[config.mk]
export PLATFORM = sky130hd
export DESIGN_NAME = mmio_uart_tx
export DESIGN_NICKNAME = d
export VERILOG_FILES = /design/src/rtl/types_pkg.sv /design/src/rtl/sync_fifo.sv /design/src/rtl/mmio_uart_tx.sv
export SDC_FILE = /design/constraint.sdc
export NUM_CORES = 1
export LEC_CHECK = 0
export ABC_CLOCK_PERIOD_IN_PS = 5000
export CAP_MARGIN = 20
export CELL_PAD_IN_SITES_DETAIL_PLACEMENT = 0
export CELL_PAD_IN_SITES_GLOBAL_PLACEMENT = 2
export CORE_ASPECT_RATIO = 1.4
export CORE_MARGIN = 4
export CORE_UTILIZATION = 30
export CTS_CLUSTER_DIAMETER = 150
export DETAILED_ROUTE_END_ITERATION = 16
export PLACE_DENSITY_LB_ADDON = 0.1
export SLEW_MARGIN = 30
export SYNTH_ARGS = -nofsm -noshare
export SYNTH_HDL_FRONTEND = slang
export SYNTH_HIERARCHICAL = 1
export SYNTH_SLANG_ARGS = --single-unit
[constraint.sdc]
create_clock -name clk -period 5 [get_ports clk]
set_input_delay 1.5 -clock clk [delete_from_list [all_inputs] [get_ports clk]]
set_output_delay 1.5 -clock clk [all_outputs]
set_load 0.01 [all_outputs]
[src/rtl/types_pkg.sv]
// ---------------------------------------------------------------------------
// types_pkg
//
// Shared types and constants for the core's data-store path.
//
// Core-wide types:
//   ADDR_WIDTH   width of DataAdr
//   word_t       32-bit data word carried by WriteData / ReadData
//
// UART transmitter (mmio_uart_tx):
//   UART_TXDATA / UART_STATUS / UART_BAUD   register index (DataAdr[3:2])
//   STAT_*                                  bit positions in STATUS
//   uart_state_t                            serialiser FSM states
//   bit_reload()                            bit-timer reload for a divisor
// ---------------------------------------------------------------------------
package types_pkg;

   localparam int ADDR_WIDTH = 32;
   typedef logic [31:0] word_t;

   // Register index taken from data_address[3:2]
   localparam logic [1:0] UART_TXDATA = 2'd0;
   localparam logic [1:0] UART_STATUS = 2'd1;
   localparam logic [1:0] UART_BAUD   = 2'd2;

   // STATUS layout
   localparam int STAT_FULL      = 0;
   localparam int STAT_EMPTY     = 1;
   localparam int STAT_BUSY      = 2;
   localparam int STAT_OVF       = 3;
   localparam int STAT_COUNT_LSB = 8;

   typedef enum logic [1:0] {
      IDLE  = 2'd0,
      START = 2'd1,
      DATA  = 2'd2,
      STOP  = 2'd3
   } uart_state_t;

   // The bit timer counts down to zero, so a bit lasts reload+1 cycles.
   // A divisor of 0 behaves like 1 so a frame always advances.
   function automatic logic [15:0] bit_reload(input logic [15:0] div);
      return (div == 16'd0) ? 16'd0 : div - 16'd1;
   endfunction

endpackage

[src/rtl/sync_fifo.sv]
// ---------------------------------------------------------------------------
// sync_fifo
//
// Single-clock FIFO with show-ahead read data: rdata always presents the
// oldest entry, and pop simply advances past it.
//
// Ports:
//   clk     system clock
//   reset   synchronous reset, active low (flushes the FIFO)
//   push    write wdata; accepted when not full, or when a pop happens in
//           the same cycle
//   wdata   data to write
//   pop     discard the head entry; ignored when empty
//   rdata   head entry (valid when empty==0)
//   full    count == DEPTH
//   empty   count == 0
//   count   number of stored entries, 0..DEPTH
// ---------------------------------------------------------------------------
module sync_fifo #(
   parameter int WIDTH = 8,
   parameter int DEPTH = 8
) (
   input  logic                   clk,
   input  logic                   reset,
   input  logic                   push,
   input  logic [WIDTH-1:0]       wdata,
   input  logic                   pop,
   output logic [WIDTH-1:0]       rdata,
   output logic                   full,
   output logic                   empty,
   output logic [$clog2(DEPTH):0] count
);

   localparam int PTR_W = $clog2(DEPTH);
   localparam int CNT_W = $clog2(DEPTH) + 1;

   // Show-ahead needs an asynchronous read of the head slot, so the storage
   // is a small register array rather than a synchronous-read RAM.
   logic [WIDTH-1:0] mem [DEPTH];

   logic [PTR_W-1:0] wr_ptr_reg, wr_ptr_next;
   logic [PTR_W-1:0] rd_ptr_reg, rd_ptr_next;
   logic [CNT_W-1:0] count_reg,  count_next;
   logic             do_push;
   logic             do_pop;

   assign empty = (count_reg == '0);
   assign full  = (count_reg == CNT_W'(DEPTH));
   assign count = count_reg;
   assign rdata = mem[rd_ptr_reg];

   // A pop frees a slot in the same cycle, so a push into a full FIFO
   // still succeeds when it coincides with a pop.
   assign do_pop  = pop && !empty;
   assign do_push = push && (!full || do_pop);

   always_comb begin
      wr_ptr_next = wr_ptr_reg;
      rd_ptr_next = rd_ptr_reg;
      count_next  = count_reg;
      // Pointers are PTR_W bits wide and DEPTH is a power of two, so the
      // natural overflow of the increment is the modulo-DEPTH wrap.
      if (do_push) begin
         wr_ptr_next = wr_ptr_reg + 1'b1;
      end
      if (do_pop) begin
         rd_ptr_next = rd_ptr_reg + 1'b1;
      end
      case ({do_push, do_pop})
         2'b10:   count_next = count_reg + 1'b1;
         2'b01:   count_next = count_reg - 1'b1;
         default: count_next = count_reg;
      endcase
   end

   always_ff @(posedge clk) begin
      if (!reset) begin
         wr_ptr_reg <= '0;
         rd_ptr_reg <= '0;
         count_reg  <= '0;
      end else begin
         wr_ptr_reg <= wr_ptr_next;
         rd_ptr_reg <= rd_ptr_next;
         count_reg  <= count_next;
      end
   end

   // Storage contents need no reset: count and pointers define validity.
   always_ff @(posedge clk) begin
      if (do_push) begin
         mem[wr_ptr_reg] <= wdata;
      end
   end

endmodule

[src/rtl/mmio_uart_tx.sv]
// ---------------------------------------------------------------------------
// mmio_uart_tx
//
// Memory-mapped UART transmitter on the core's data-store path. Stores to
// TXDATA are queued in a FIFO and sent as 8N1 frames (start bit, 8 data bits
// LSB first, stop bit) on tx, so the core never waits for the serial line.
//
// Register map (data_address[3:2]):
//   0 TXDATA   write: push write_data[7:0]          read: 0
//   1 STATUS   read: [0] full [1] empty [2] busy [3] overflow (sticky)
//                    [11:8] FIFO count
//              write: bit3=1 clears overflow
//   2 BAUDDIV  r/w [15:0] clock cycles per bit (0 acts as 1)
//   3          reserved, reads 0, writes ignored
//
// Ports:
//   clk           system clock
//   reset         synchronous reset, active low
//   sel           chip select from the address decoder
//   write_enable  store strobe, effective only with sel
//   data_address  byte address, bits [3:2] select the register
//   write_data    store data
//   read_data     combinational register read data (0 when sel=0)
//   tx            serial output, idle high, driven from a flop
//   irq_empty     FIFO empty and serialiser idle
// ---------------------------------------------------------------------------
module mmio_uart_tx
   import types_pkg::*;
#(
   parameter int          FIFO_DEPTH = 8,
   parameter logic [15:0] RESET_DIV  = 16'd434
) (
   input  logic                  clk,
   input  logic                  reset,
   input  logic                  sel,
   input  logic                  write_enable,
   input  logic [ADDR_WIDTH-1:0] data_address,
   input  word_t                 write_data,
   output word_t                 read_data,
   output logic                  tx,
   output logic                  irq_empty
);

   localparam int CNT_W = $clog2(FIFO_DEPTH) + 1;

   // ------------------------------------------------------------------
   // Bus decode
   // ------------------------------------------------------------------
   logic [1:0] reg_idx;
   logic       bus_wr;
   logic       txdata_wr;
   logic       status_wr;
   logic       baud_wr;

   assign reg_idx   = data_address[3:2];
   assign bus_wr    = sel && write_enable;
   assign txdata_wr = bus_wr && (reg_idx == UART_TXDATA);
   assign status_wr = bus_wr && (reg_idx == UART_STATUS);
   assign baud_wr   = bus_wr && (reg_idx == UART_BAUD);

   // Address bits outside [3:2] and the upper store-data half carry no
   // meaning for this block.
   logic unused_bits;
   assign unused_bits = ^{data_address[ADDR_WIDTH-1:4], data_address[1:0],
                          write_data[31:16]};

   // ------------------------------------------------------------------
   // FIFO
   // ------------------------------------------------------------------
   logic             pop;
   logic [7:0]       fifo_head;
   logic             fifo_full;
   logic             fifo_empty;
   logic [CNT_W-1:0] fifo_count;

   sync_fifo #(
      .WIDTH (8),
      .DEPTH (FIFO_DEPTH)
   ) u_fifo (
      .clk   (clk),
      .reset (reset),
      .push  (txdata_wr),
      .wdata (write_data[7:0]),
      .pop   (pop),
      .rdata (fifo_head),
      .full  (fifo_full),
      .empty (fifo_empty),
      .count (fifo_count)
   );

   // ------------------------------------------------------------------
   // Control registers
   // ------------------------------------------------------------------
   logic [15:0] baud_reg, baud_next;
   logic        overflow_reg, overflow_next;
   logic        overflow_set;

   // A push into a full FIFO is lost unless the serialiser pops that cycle.
   assign overflow_set = txdata_wr && fifo_full && !pop;

   always_comb begin
      baud_next = baud_reg;
      if (baud_wr) begin
         baud_next = write_data[15:0];
      end
   end

   // A new overflow wins over a clear in the same cycle so no drop is
   // ever hidden from software.
   always_comb begin
      overflow_next = overflow_reg;
      if (status_wr && write_data[STAT_OVF]) begin
         overflow_next = 1'b0;
      end
      if (overflow_set) begin
         overflow_next = 1'b1;
      end
   end

   always_ff @(posedge clk) begin
      if (!reset) begin
         baud_reg     <= RESET_DIV;
         overflow_reg <= 1'b0;
      end else begin
         baud_reg     <= baud_next;
         overflow_reg <= overflow_next;
      end
   end

   // ------------------------------------------------------------------
   // Serialiser FSM
   // ------------------------------------------------------------------
   uart_state_t state_reg, state_next;

   logic [15:0] timer_reg,   timer_next;    // cycles left in the current bit
   logic [15:0] div_reg,     div_next;      // divisor latched for this frame
   logic [7:0]  shift_reg,   shift_next;
   logic [2:0]  bit_idx_reg, bit_idx_next;
   logic        tx_reg,      tx_next;
   logic        bit_done;

   assign bit_done = (timer_reg == 16'd0);

   // State register
   always_ff @(posedge clk) begin
      if (!reset) begin
         state_reg <= IDLE;
      end else begin
         state_reg <= state_next;
      end
   end

   // Next-state logic
   always_comb begin
      state_next = state_reg;
      case (state_reg)
         IDLE: begin
            if (!fifo_empty) begin
               state_next = START;
            end
         end
         START: begin
            if (bit_done) begin
               state_next = DATA;
            end
         end
         DATA: begin
            if (bit_done && (bit_idx_reg == 3'd7)) begin
               state_next = STOP;
            end
         end
         STOP: begin
            // Chain straight into the next start bit when more data waits.
            if (bit_done) begin
               state_next = fifo_empty ? IDLE : START;
            end
         end
         default: state_next = IDLE;
      endcase
   end

   // Output / datapath logic
   always_comb begin
      pop          = 1'b0;
      timer_next   = timer_reg;
      div_next     = div_reg;
      shift_next   = shift_reg;
      bit_idx_next = bit_idx_reg;
      tx_next      = 1'b1;

      case (state_reg)
         IDLE:    pop = !fifo_empty;
         STOP:    pop = bit_done && !fifo_empty;
         default: pop = 1'b0;
      endcase

      if (pop) begin
         // The divisor is captured here so BAUDDIV writes during a frame
         // only take effect from the next frame.
         shift_next   = fifo_head;
         div_next     = baud_reg;
         timer_next   = bit_reload(baud_reg);
         bit_idx_next = 3'd0;
      end else if (state_reg != IDLE) begin
         timer_next = bit_done ? bit_reload(div_reg) : timer_reg - 16'd1;
         if ((state_reg == DATA) && bit_done) begin
            shift_next   = {1'b0, shift_reg[7:1]};
            bit_idx_next = bit_idx_reg + 3'd1;
         end
      end

      // tx is registered from the state being entered, so the line changes
      // on the same edge as the state and never glitches.
      case (state_next)
         START:   tx_next = 1'b0;
         DATA:    tx_next = shift_next[0];
         default: tx_next = 1'b1;
      endcase
   end

   always_ff @(posedge clk) begin
      if (!reset) begin
         timer_reg   <= 16'd0;
         div_reg     <= 16'd0;
         shift_reg   <= 8'd0;
         bit_idx_reg <= 3'd0;
         tx_reg      <= 1'b1;
      end else begin
         timer_reg   <= timer_next;
         div_reg     <= div_next;
         shift_reg   <= shift_next;
         bit_idx_reg <= bit_idx_next;
         tx_reg      <= tx_next;
      end
   end

   assign tx        = tx_reg;
   assign irq_empty = fifo_empty && (state_reg == IDLE);

   // ------------------------------------------------------------------
   // Read mux (no side effects)
   // ------------------------------------------------------------------
   always_comb begin
      read_data = '0;
      if (sel) begin
         case (reg_idx)
            UART_STATUS: begin
               read_data[STAT_FULL]                    = fifo_full;
               read_data[STAT_EMPTY]                   = fifo_empty;
               read_data[STAT_BUSY]                    = (state_reg != IDLE);
               read_data[STAT_OVF]                     = overflow_reg;
               read_data[STAT_COUNT_LSB +: CNT_W]      = fifo_count;
            end
            UART_BAUD: read_data[15:0] = baud_reg;
            default:   read_data = '0;
         endcase
      end
   end

endmodule

# [Word-level counts from Yosys, hierarchy flattened]
# Memories as Yosys holds them, arrays and structs flattened. A register that Yosys moved wholly into a read port is not among the register bits.
# Index checks and enable logic that the tools add are counted.
[word_totals] regBits=73 ramBits=64 in_bits=68 output_inout_bits=34 wordCells=92 n_memories=1
[mem_list] name="u_fifo.mem" depth=8 word_bits=8 read_ports=1 rd_clocked_by_memory_dff=1 write_ports=1 line_no="sync_fifo.sv:39" text="logic [WIDTH-1:0] mem [DEPTH];"
[op_classes] n_addsub=8 eq_ne=11 n_mux=28 bitwise_logic=1 reduce_logical=31
[ops] operator="$mux W16" count=6
[ops] operator="$logic_not A16 Y1" count=3
[ops] operator="$sub A16 B1 Y16 const B" count=3
[ops] operator="$mux W8" count=3
[ops] operator="$pmux W4 S2" count=3
[ops] operator="$logic_and A1 B1 Y1" count=13
[ops] operator="$eq A2 B2 Y1 const B" count=5
[ops] operator="$reduce_bool A2 Y1" count=5
[ops] operator="$add A3 B1 Y3 const B" count=3
[ops] operator="$eq A2 B1 Y1 const B" count=4
[ops] operator="$mux W2" count=4
[ops] operator="$mux W4" count=2
[ops] operator="$pmux W2 S4" count=1
[ops] operator="$mux W3" count=2
[ops] operator="$mux W1" count=5
[ops] operator="$add A4 B1 Y4 const B" count=1
[ops] operator="$eq A4 B4 Y1 const B" count=1
[ops] operator="$logic_not A2 Y1" count=2
[ops] operator="$logic_not A4 Y1" count=1
[ops] operator="$pmux W1 S2" count=2
[ops] operator="$reduce_and A2 Y1" count=2
[ops] operator="$sub A4 B1 Y4 const B" count=1
[ops] operator="$eq A3 B3 Y1 const B" count=1
[ops] operator="$logic_not A1 Y1" count=3
[ops] operator="3 further kinds" count=3

# [Depth between registers and ports, before layout]
# Gate-level depths: netlist (run 1).
[logic_depth] ltp_word=9 mapped_depth=16 ltp_nobuf=14

# [Hierarchy]
# Netlist (run 1), hierarchy kept.
[modules_own_cells] mod="mmio_uart_tx" n_inst=1 cells_each=512 area_per_inst_um2=3947.5 seq_area_each_um2=1261.2
[modules_own_cells] mod="sync_fifo" n_inst=1 cells_each=176 area_per_inst_um2=3204.3 seq_area_each_um2=2182.1

# [Worst setup path after synthesis (run 1)]
# Ideal clock, no wire load.
[synth_path] path_kind="input to output" from="input port data_address[2]" to="output port read_data[1]" arrival_time_ps=2416 required_ps=3500 setup_slack_ps=1084 path_stages=6 n_path_buf=2 path_cell_list="inv_1 > ha_1 > clkbuf_1 > clkbuf_1 > a22oi_1 > nor2_1"
[synth_between] elab_chain_cells=3 word_cells_on_any_way=4 cone_classes="eq/ne (2); mux (2)"
[synth_lines] element="from (decl)" line_no="mmio_uart_tx.sv:37" text="input logic [ADDR_WIDTH-1:0] data_address,"
[synth_lines] element="$eq A2 B2 Y1 / $eq A2 B1 Y1 (equally long branches)" line_no="mmio_uart_tx.sv:246" text="case (reg_idx)"
[synth_lines] element="$pmux W4 S2 (*)" line_no="mmio_uart_tx.sv:246"
[synth_lines] element="$mux W16 (*)" line_no="mmio_uart_tx.sv:245" text="if (sel) begin"
[synth_lines] element="to (decl)" line_no="mmio_uart_tx.sv:39" text="output word_t read_data,"
# Every way passes the cells marked *; elsewhere a longest branch is shown, timed or not.

# [Worst setup path after layout (run 1)]
[layout_path] from="input port data_address[2]" to="output port read_data[11]"
# Same word-level chain as after synthesis.

==> reports/qor.yml, run 1 <==
run_status: "finished clean"
grt_start_max_net_pins: 46
critPathKind: "input pin to primary output"
cts_setup_buffers: 0
crit_start: "data_address[2]"
viasPerCell: 5.005
die-area_um2: 26410
dieWidth_um: 138.5
antenna_found_initial: 0
slew_viol_final: 0
rr_endpoint: "u_fifo/mem[6][6]"
largest_reg_flops: 64
finalClockSkew_ps: 6.982
fin_crit_sh_pct: 95.55
synth_edf_count: 64
reg2reg_slack_ps: 1220
numCtsBuffers: 17
htree_levels: 4
clk_pin_slew_ps: 70
pre_cts_slack_ps: 212.2
finalSetupViolations: 0
wl_per_cell_um: 18.72
slew_headroom_pct: 41.08
netlist_area_um2: 7152
drc: 0
crit_chain: "clkdlybuf4s50_1, inv_1, ha_1, nand2_1, nor2_1, clkdlybuf4s50_1"
ioPinCount: 102
syn_inst: 688
ir_worst_vdd_mv: 0.2207
initial_core_util_pct: 30.60
cp.buffers_inverters: 3
diodes: 0
synthArstFlopShare_pct: 0
fin_nets: 811
globalplace.congestion: 0.7401
regArea_um2: 3445
ys_ff_latch: 140
hold_class: "flip-flop to flip-flop"
cp-start-kind: "input pin"
grt_usage_pct: 15.21
postSynthAreaPerCell_um2: 10.40
worst_ep_required_time_ps: 3500
die_h_um: 190.7
row_count: 66
cp_top_family: "buffers and inverters"
dr_total_vias: 5220
fill_cells: 2377
grt.overflow.total: 0
fmax_ghz: 0.2093
portBuffers: 39
grt_pass1_vias: 5414
cts_tree: "yes"
ctsRootBufferMaster: "clkbuf_16"
tightest_slew_ps: 880.6
crit_top_cell: "clkdlybuf4s50_1"
largest_register: "u_fifo/mem"
ys.warnings.count: 6
hpwl_um: 14380
drv_cap: 0
total_power_mw: 2.648
reg2reg_from: "u_fifo/count[0]"
cts_resized: 0
slowest_stage: "clkdlybuf4s50_1"
drive_gt1_share_pct: 10.18
synth_ff_type: "dfxtp_1"
cp_slowest_stage_delay_ps: 560
insertion_delay_ps: 420
cts.sinks: 140
drt_iter0_markers: 221
cp.depth: 6
fin_ws_ps: 222.5
wl_um: 19520
power_density_nw_per_um2: 317.9
setup_tns_ps: 0
arrival_ps: 3280
synthToLayoutAreaGrowth_pct: 16.45
yosysUniqueCellTypes: 75
cts_buffer_depth: 2
critPathCaptureType: "primary output"
hold_viol: 0
path_max_fanout: 8
drt_first_pass_iters: 5
critPathCapture: "read_data[11]"
core_area_um2: 23370
finalCriticalPeriod_ps: 4778
rsz0062_at_grt: "false"
multi_input_area_um2: 3371
postCtsHoldBufs: 0
p_leak_nw: 3.035
ant_nets: 0
rr_worst_depth: 11
ys_seq_area_share_pct: 48.15
grt_pass1_wl_um: 31330
==> worst min-delay path by stage <==
stage	from	end	slack, ps	depth (start not counted)
after floorplan	div_reg[15]	div_reg[15]	450	2
after global placement	div_reg[6]	div_reg[6]	470	2
after detailed placement	div_reg[6]	div_reg[6]	480	2
after CTS	div_reg[9]	div_reg[9]	490	2
after global routing	div_reg[6]	div_reg[6]	500	2
final	div_reg[6]	div_reg[6]	490	2
==> kinds of logic (layout without fill, tap and decap cells) <==
| group | Yosys count | count (layout) | share of synthesized area, % |
|---|---|---|---|
| buffers and inverters | 71 | 105 | 5.511 |
| muxes | 38 | 38 | 8.800 |
| other | 1 | 16 | 0.05243 |
| and+or+nand+nor | 242 | 242 | 16.20 |
| AOI/OAI and AO/OA | 136 | 136 | 12.84 |
| DFF | 140 | 140 | 48.15 |
| adders and majority gates | 19 | 19 | 3.429 |
| xor gates and xnor gates | 41 | 41 | 5.021 |
==> routing by layer <==
metal	wire [µm]	GRT usage, %
met1	8182	17.43
met5	0	0
met4	254	4.943
met2	10620	28.67
met3	466	2.509
==> power by group <==
| group | switching (mW) | internal [mW] |
|---|---|---|
| Clock | 0.543 | 0.653 |
| Sequential | 0.0156 | 1.21 |
| Combinational | 0.144 | 0.0859 |
==> metrics by stage <==
stage	instance area, µm²	util (%)	std cells	hold WS (ps)
2_1_floorplan	7208	-	703	449.0
3_3_place_gp	7771	33.25	1011	473.9
3_5_place_dp	7772	33.26	1011	479.6
4_1_cts	8328	35.64	1043	490.5
5_1_grt	8328	35.64	1043	504.0
6_report	8328	35.64	1043	487.6
==> worst reg2reg max path, cell delays in order (launching register included) <==
cell and delay [ps]:
dfxtp_1 530, or3_1 350, nor2_1 80, buf_4 180, nor2_1 220, and2_1 170, a32oi_2 150, inv_1 190
buf_4 380, nand2b_1 280, o211ai_1 170, nor2_1 710
==> synth_stat cells, drive strengths merged (2+ instances only) <==
master	instances	area [µm²]
clkbuf	25	96.34
nand4b	3	26.28
o211ai	7	57.55
buf	26	207.7
a311oi	2	23.77
a31oi	2	12.51
nand2	86	322.8
o21ai	23	130.1
nand3	13	65.06
and2	6	37.54
nor2	59	221.5
mux2	9	101.4
nor2b	2	12.51
nor4	7	58.81
inv	18	67.56
edfxtp	64	1922
o31ai	3	22.52
xnor2	18	157.7
nor3	25	125.1
o221ai	5	43.79
o31a	2	17.52
mux4	16	397.9
o22ai	5	31.28
mux2i	13	130.1
nor3b	2	15.01
a22oi	10	75.07
and3	11	68.82
nand4	6	37.54
ha	18	225.2
a32oi	2	25.03
nand2b	6	37.54
xor2	23	201.4
a211oi	11	95.09
dfxtp	76	1521
a211o	3	26.28
a21oi	49	245.2
a32o	2	20.02
or4	4	37.53
or3	6	43.79
==> cell type report <==
class                   count  area share [%]
clock buffers              17           5.108
clock inverters            15           1.563
inverters                  19          0.8564
multi-input cells         492           40.47
flip-flops and latches    140           41.36
well taps                 306           4.597
repair buffers             54           6.040
==> layout by cell type, fill, tap and decap left out, types with 11 or more instances in the layout <==
cell type and instances:
mux2i_1 13, and3_1 11, nor3_1 25, nand3_1 13
ha_1 18, nand2_1 86, a21oi_1 49, xnor2_1 18
buf_4 15, o21ai_0 20, xor2_1 23, edfxtp_1 64
conb_1 16, dfxtp_1 75, clkdlybuf4s50_1 39, inv_1 18
nor2_1 59, clkbuf_16 17
No activity file was read; power rests on OpenSTA's default activity.
==> run 2: changes to the inputs <==
MAX_ROUTING_LAYER = met4   (was default)
==> reports/qor.yml, run 2 (same netlist as run 1, synthesis figures left out) <==
drt_iter0_markers: 225
final_cell_mix: "86 x nand2_1, 75 x dfxtp_1, 64 x edfxtp_1"
wl_per_cell_um: 18.71
largest_register: "u_fifo/mem"
slew_viol_final: 0
p_int_mw: 1.945
worst_ep_required_time_ps: 3500
hold_viol: 0
cp_slowest_stage_delay_ps: 560
drt_first_pass_iters: 5
setup_tns_ps: 0
multi_input_area_um2: 3371
cts_resized: 0
final_common_cell: "nand2_1"
crit_start: "data_address[2]"
finalClockSkew_ps: 6.998
grt_pass1_wl_um: 31320
tightest_slew_ps: 882.7
pre_cts_slack_ps: 212.2
row_count: 66
ctsRootBufferMaster: "clkbuf_16"
run_status: "finished clean"
arrival_ps: 3280
grt_usage_pct: 15.66
cp-start-kind: "input pin"
grt_start_max_net_pins: 46
antenna_found_initial: 0
viasPerCell: 4.988
wl_um: 19510
fmax_ghz: 0.2094
dieWidth_um: 138.5
critPathCaptureType: "primary output"
finalCriticalPeriod_ps: 4775
cts_buffer_depth: 2
grt_pass1_vias: 5422
ir_worst_vdd_mv: 0.2207
drc: 0
path_max_fanout: 8
die-area_um2: 26410
rsz0062_at_grt: "false"
largest_reg_flops: 64
fin_crit_sh_pct: 95.51
cts_tree: "yes"
regArea_um2: 3445
pwr-share-clk_pct: 45.1
cts.sinks: 140
fin_nets: 811
p_seq_share_pct: 46.2
insertion_delay_ps: 420
p_comb_share_pct: 8.7
hpwl_um: 14380
crit_top_cell: "clkdlybuf4s50_1"
final_area_um2: 8328
whs_ps: 484.7
numCtsBuffers: 17
core_area_um2: 23370
synthToLayoutAreaGrowth_pct: 16.45
power_density_nw_per_um2: 317.3
fill_cells: 2377
cp_top_family: "buffers and inverters"
post_dp_cell_area_um2: 7772
critPathKind: "input pin to primary output"
globalplace.congestion: 0.7494
drive_gt1_share_pct: 10.18
slowest_stage: "clkdlybuf4s50_1"
switching_share_pct: 26.40
crit_chain: "clkdlybuf4s50_1, inv_1, ha_1, nand2_1, nor2_1, clkdlybuf4s50_1"
fin_ws_ps: 224.6
clk_pin_slew_ps: 60
diodes: 0
hold_class: "flip-flop to flip-flop"
switchingPower_mw: 0.6976
die_h_um: 190.7
post-route-util_pct: 35.64
dr_total_vias: 5203
drv_cap: 0
reg2reg_from: "u_fifo/count[0]"
ant_nets: 0
initial_core_util_pct: 30.60
grt.overflow.total: 0
slew_headroom_pct: 40.94
p_leak_nw: 3.035
portBuffers: 39
htree_levels: 4
hold_start: "div_reg[6]"
cp.buffers_inverters: 3
cts_setup_buffers: 0
finalSetupViolations: 0
postCtsHoldBufs: 0
reg2reg_slack_ps: 1230
ioPinCount: 102
==> run 2: cell counts in the layout (fill, tap and decap cells not counted) <==
Identical to the previous run, type by type.
==> run 2: tightest hold or removal path, cell delays in order (launching register included) <==
cell	delay (ps)
dfxtp_1	330
nand2_1	60
a21oi_1	50
==> run 2: worst paths after layout <==
kind	to	cells past startpoint
worst max-delay path	read_data[0]	6
worst min-delay path	div_reg[6]	2
worst max register to register	u_fifo/mem[6][6]	11
worst min register to register	div_reg[6]	2
==> run 2: area by class of cell <==
cell class	instances	share of cell area, %
flip-flops and latches	140	41.36
multi-input cells	492	40.47
repair buffers	54	6.040
clock buffers	17	5.108
well taps	306	4.597
clock inverters	15	1.563
inverters	19	0.8564
==> run 2: stage by stage <==
stage | total power, mW | instances
after detailed placement | 1.479 | 1011
final | 2.643 | 1043
after global routing | 2.759 | 1043
after global placement | 1.477 | 1011
after floorplan | 1.400 | 703
after CTS | 2.690 | 1043
==> run 2: per-layer routing <==
metal	share of wire, %	vias up	track usage, %
met2	55	67	28.63
li1	-	2559	-
met4	1.4	0	4.943
met3	2.1	19	2.484
met1	42	2558	17.49
met5	0	-	-
==> run 2: power groups by stage <==
stage | registers, mW | clock network, mW | logic, mW
floorplan | 1.24 | 0 | 0.159
global placement | 1.25 | 0 | 0.231
detailed placement | 1.25 | 0 | 0.231
CTS | 1.22 | 1.24 | 0.233
global route | 1.22 | 1.28 | 0.252
finish | 1.22 | 1.19 | 0.229
==> run 3: changes to the inputs <==
CORE_ASPECT_RATIO = default   (was 1.4)
GPL_ROUTABILITY_DRIVEN = 0   (was default)
==> reports/qor.yml, run 3 (same netlist as run 1, synthesis figures left out) <==
run_status: "finished clean"
final_cell_mix: "86 x nand2_1, 75 x dfxtp_1, 64 x edfxtp_1"
slowest_stage: "clkdlybuf4s50_1"
cts_buffer_depth: 2
die_h_um: 162.4
fin_crit_sh_pct: 95.98
cts.sinks: 140
reg2reg_from: "u_fifo/count[1]"
dr_total_vias: 5226
arrival_ps: 3300
ioPinCount: 102
hold_viol: 0
portBuffers: 39
row_count: 56
slew_headroom_pct: 39.50
cts_resized: 0
post_dp_cell_area_um2: 7789
tightest_slew_ps: 904.2
largest_register: "u_fifo/mem"
crit_top_cell: "clkdlybuf4s50_1"
critPathKind: "input pin to primary output"
cp_slowest_stage_delay_ps: 570
power_density_nw_per_um2: 324.4
fin_nets: 811
cp-start-kind: "input pin"
path_max_fanout: 8
finalSetupViolations: 0
worst_ep_required_time_ps: 3500
slew_viol_final: 0
grt.overflow.total: 0
hpwl_um: 13540
final_common_cell: "nand2_1"
drt_first_pass_iters: 4
setup_tns_ps: 0
synthToLayoutAreaGrowth_pct: 17.63
rr_worst_depth: 14
numCtsBuffers: 17
drc: 0
wl_per_cell_um: 18.41
core_area_um2: 23470
drt_iter0_markers: 255
finalCriticalPeriod_ps: 4799
critPathCaptureType: "primary output"
grt_pass1_vias: 5206
clk_pin_slew_ps: 70
dieWidth_um: 162.4
cts_setup_buffers: 0
hold_class: "flip-flop to flip-flop"
grt_start_max_net_pins: 46
p_leak_nw: 3.064
largest_reg_flops: 64
antenna_found_initial: 0
final_area_um2: 8413
cts_tree: "yes"
hold_start: "div_reg[6]"
viasPerCell: 4.949
crit_start: "data_address[3]"
postCtsHoldBufs: 0
fill_cells: 2375
finalClockSkew_ps: 15.62
ctsRootBufferMaster: "clkbuf_16"
initial_core_util_pct: 30.47
hold_path_depth: 2
wl_um: 19450
drv_cap: 0
die-area_um2: 26370
htree_levels: 4
rsz0062_at_grt: "false"
reg2reg_slack_ps: 800
ir_worst_vdd_mv: 0.1456
ant_nets: 0
drive_gt1_share_pct: 10.58
insertion_delay_ps: 430
grt_pass1_wl_um: 30480
crit_chain: "clkdlybuf4s50_1, inv_1, ha_1, nand2_1, nor2_1, clkdlybuf4s50_1"
diodes: 0
grt_usage_pct: 15.55
fmax_ghz: 0.2084
[run 3: cell count changes in the layout (fill, tap and decap cells not counted), moves of 2 or more]
cell        before  now
nor2_1          59   57
clkinvlp_4       2    0
nor2_2           0    2
clkinv_8         0    7
inv_6            4    1
[run 3: cell type report]
| cell class | instances | area (µm²) | area share (%) |
|---|---|---|---|
| clock buffer | 17 | 425.4 | 5.057 |
| clock inverter | 15 | 193.9 | 2.305 |
| inverter | 19 | 71.32 | 0.8477 |
| multi-input combinational | 492 | 3376 | 40.12 |
| sequential | 140 | 3445 | 40.94 |
| tap | 319 | 399.1 | 4.744 |
| timing repair buffer | 54 | 503.0 | 5.979 |
[run 3: layer usage]
metal	part of all wire (%)	global-route usage, %	routed length, µm	vias to the layer above
li1	-	-	-	2555
met1	49	21.57	9525	2567
met2	47	23.83	9170	92
met3	3.1	2.961	601	12
met4	0.76	3.460	148	0
met5	0	-	0	-
[run 3: worst paths after layout]
check               endpoint
max             read_data[1]
min               div_reg[6]
max reg2reg  u_fifo/count[3]
min reg2reg       div_reg[6]
[run 3: stage by stage]
stage,setup slack (ps),hold slack (ps),std cells,total power [mW],utilization (%)
2_1_floorplan,1084,449.0,703,1.400,-
3_3_place_gp,208.2,473.4,1024,1.471,33.18
3_5_place_dp,200.0,479.2,1024,1.472,33.18
4_1_cts,197.8,487.1,1056,2.773,35.82
5_1_grt,85.21,518.0,1056,2.848,35.84
6_report,201.2,485.3,1056,2.730,35.84
[run 3: report_power, final]
part           switching [mW]  internal [mW]  leakage, nW  total, mW
Sequential             0.0147           1.21         1.19       1.22
Combinational           0.140         0.0864         1.58      0.226
Clock                   0.602          0.681        0.299       1.28
Total                   0.757           1.97         3.06       2.73
[run 3: worst max-delay path, delay by kind of cell]
family / cells / cell delay (ps)
AND/OR/NAND/NOR: 2 / 410
buffers and inverters: 3 / 1120
adder cells (fa/ha/maj): 1 / 260
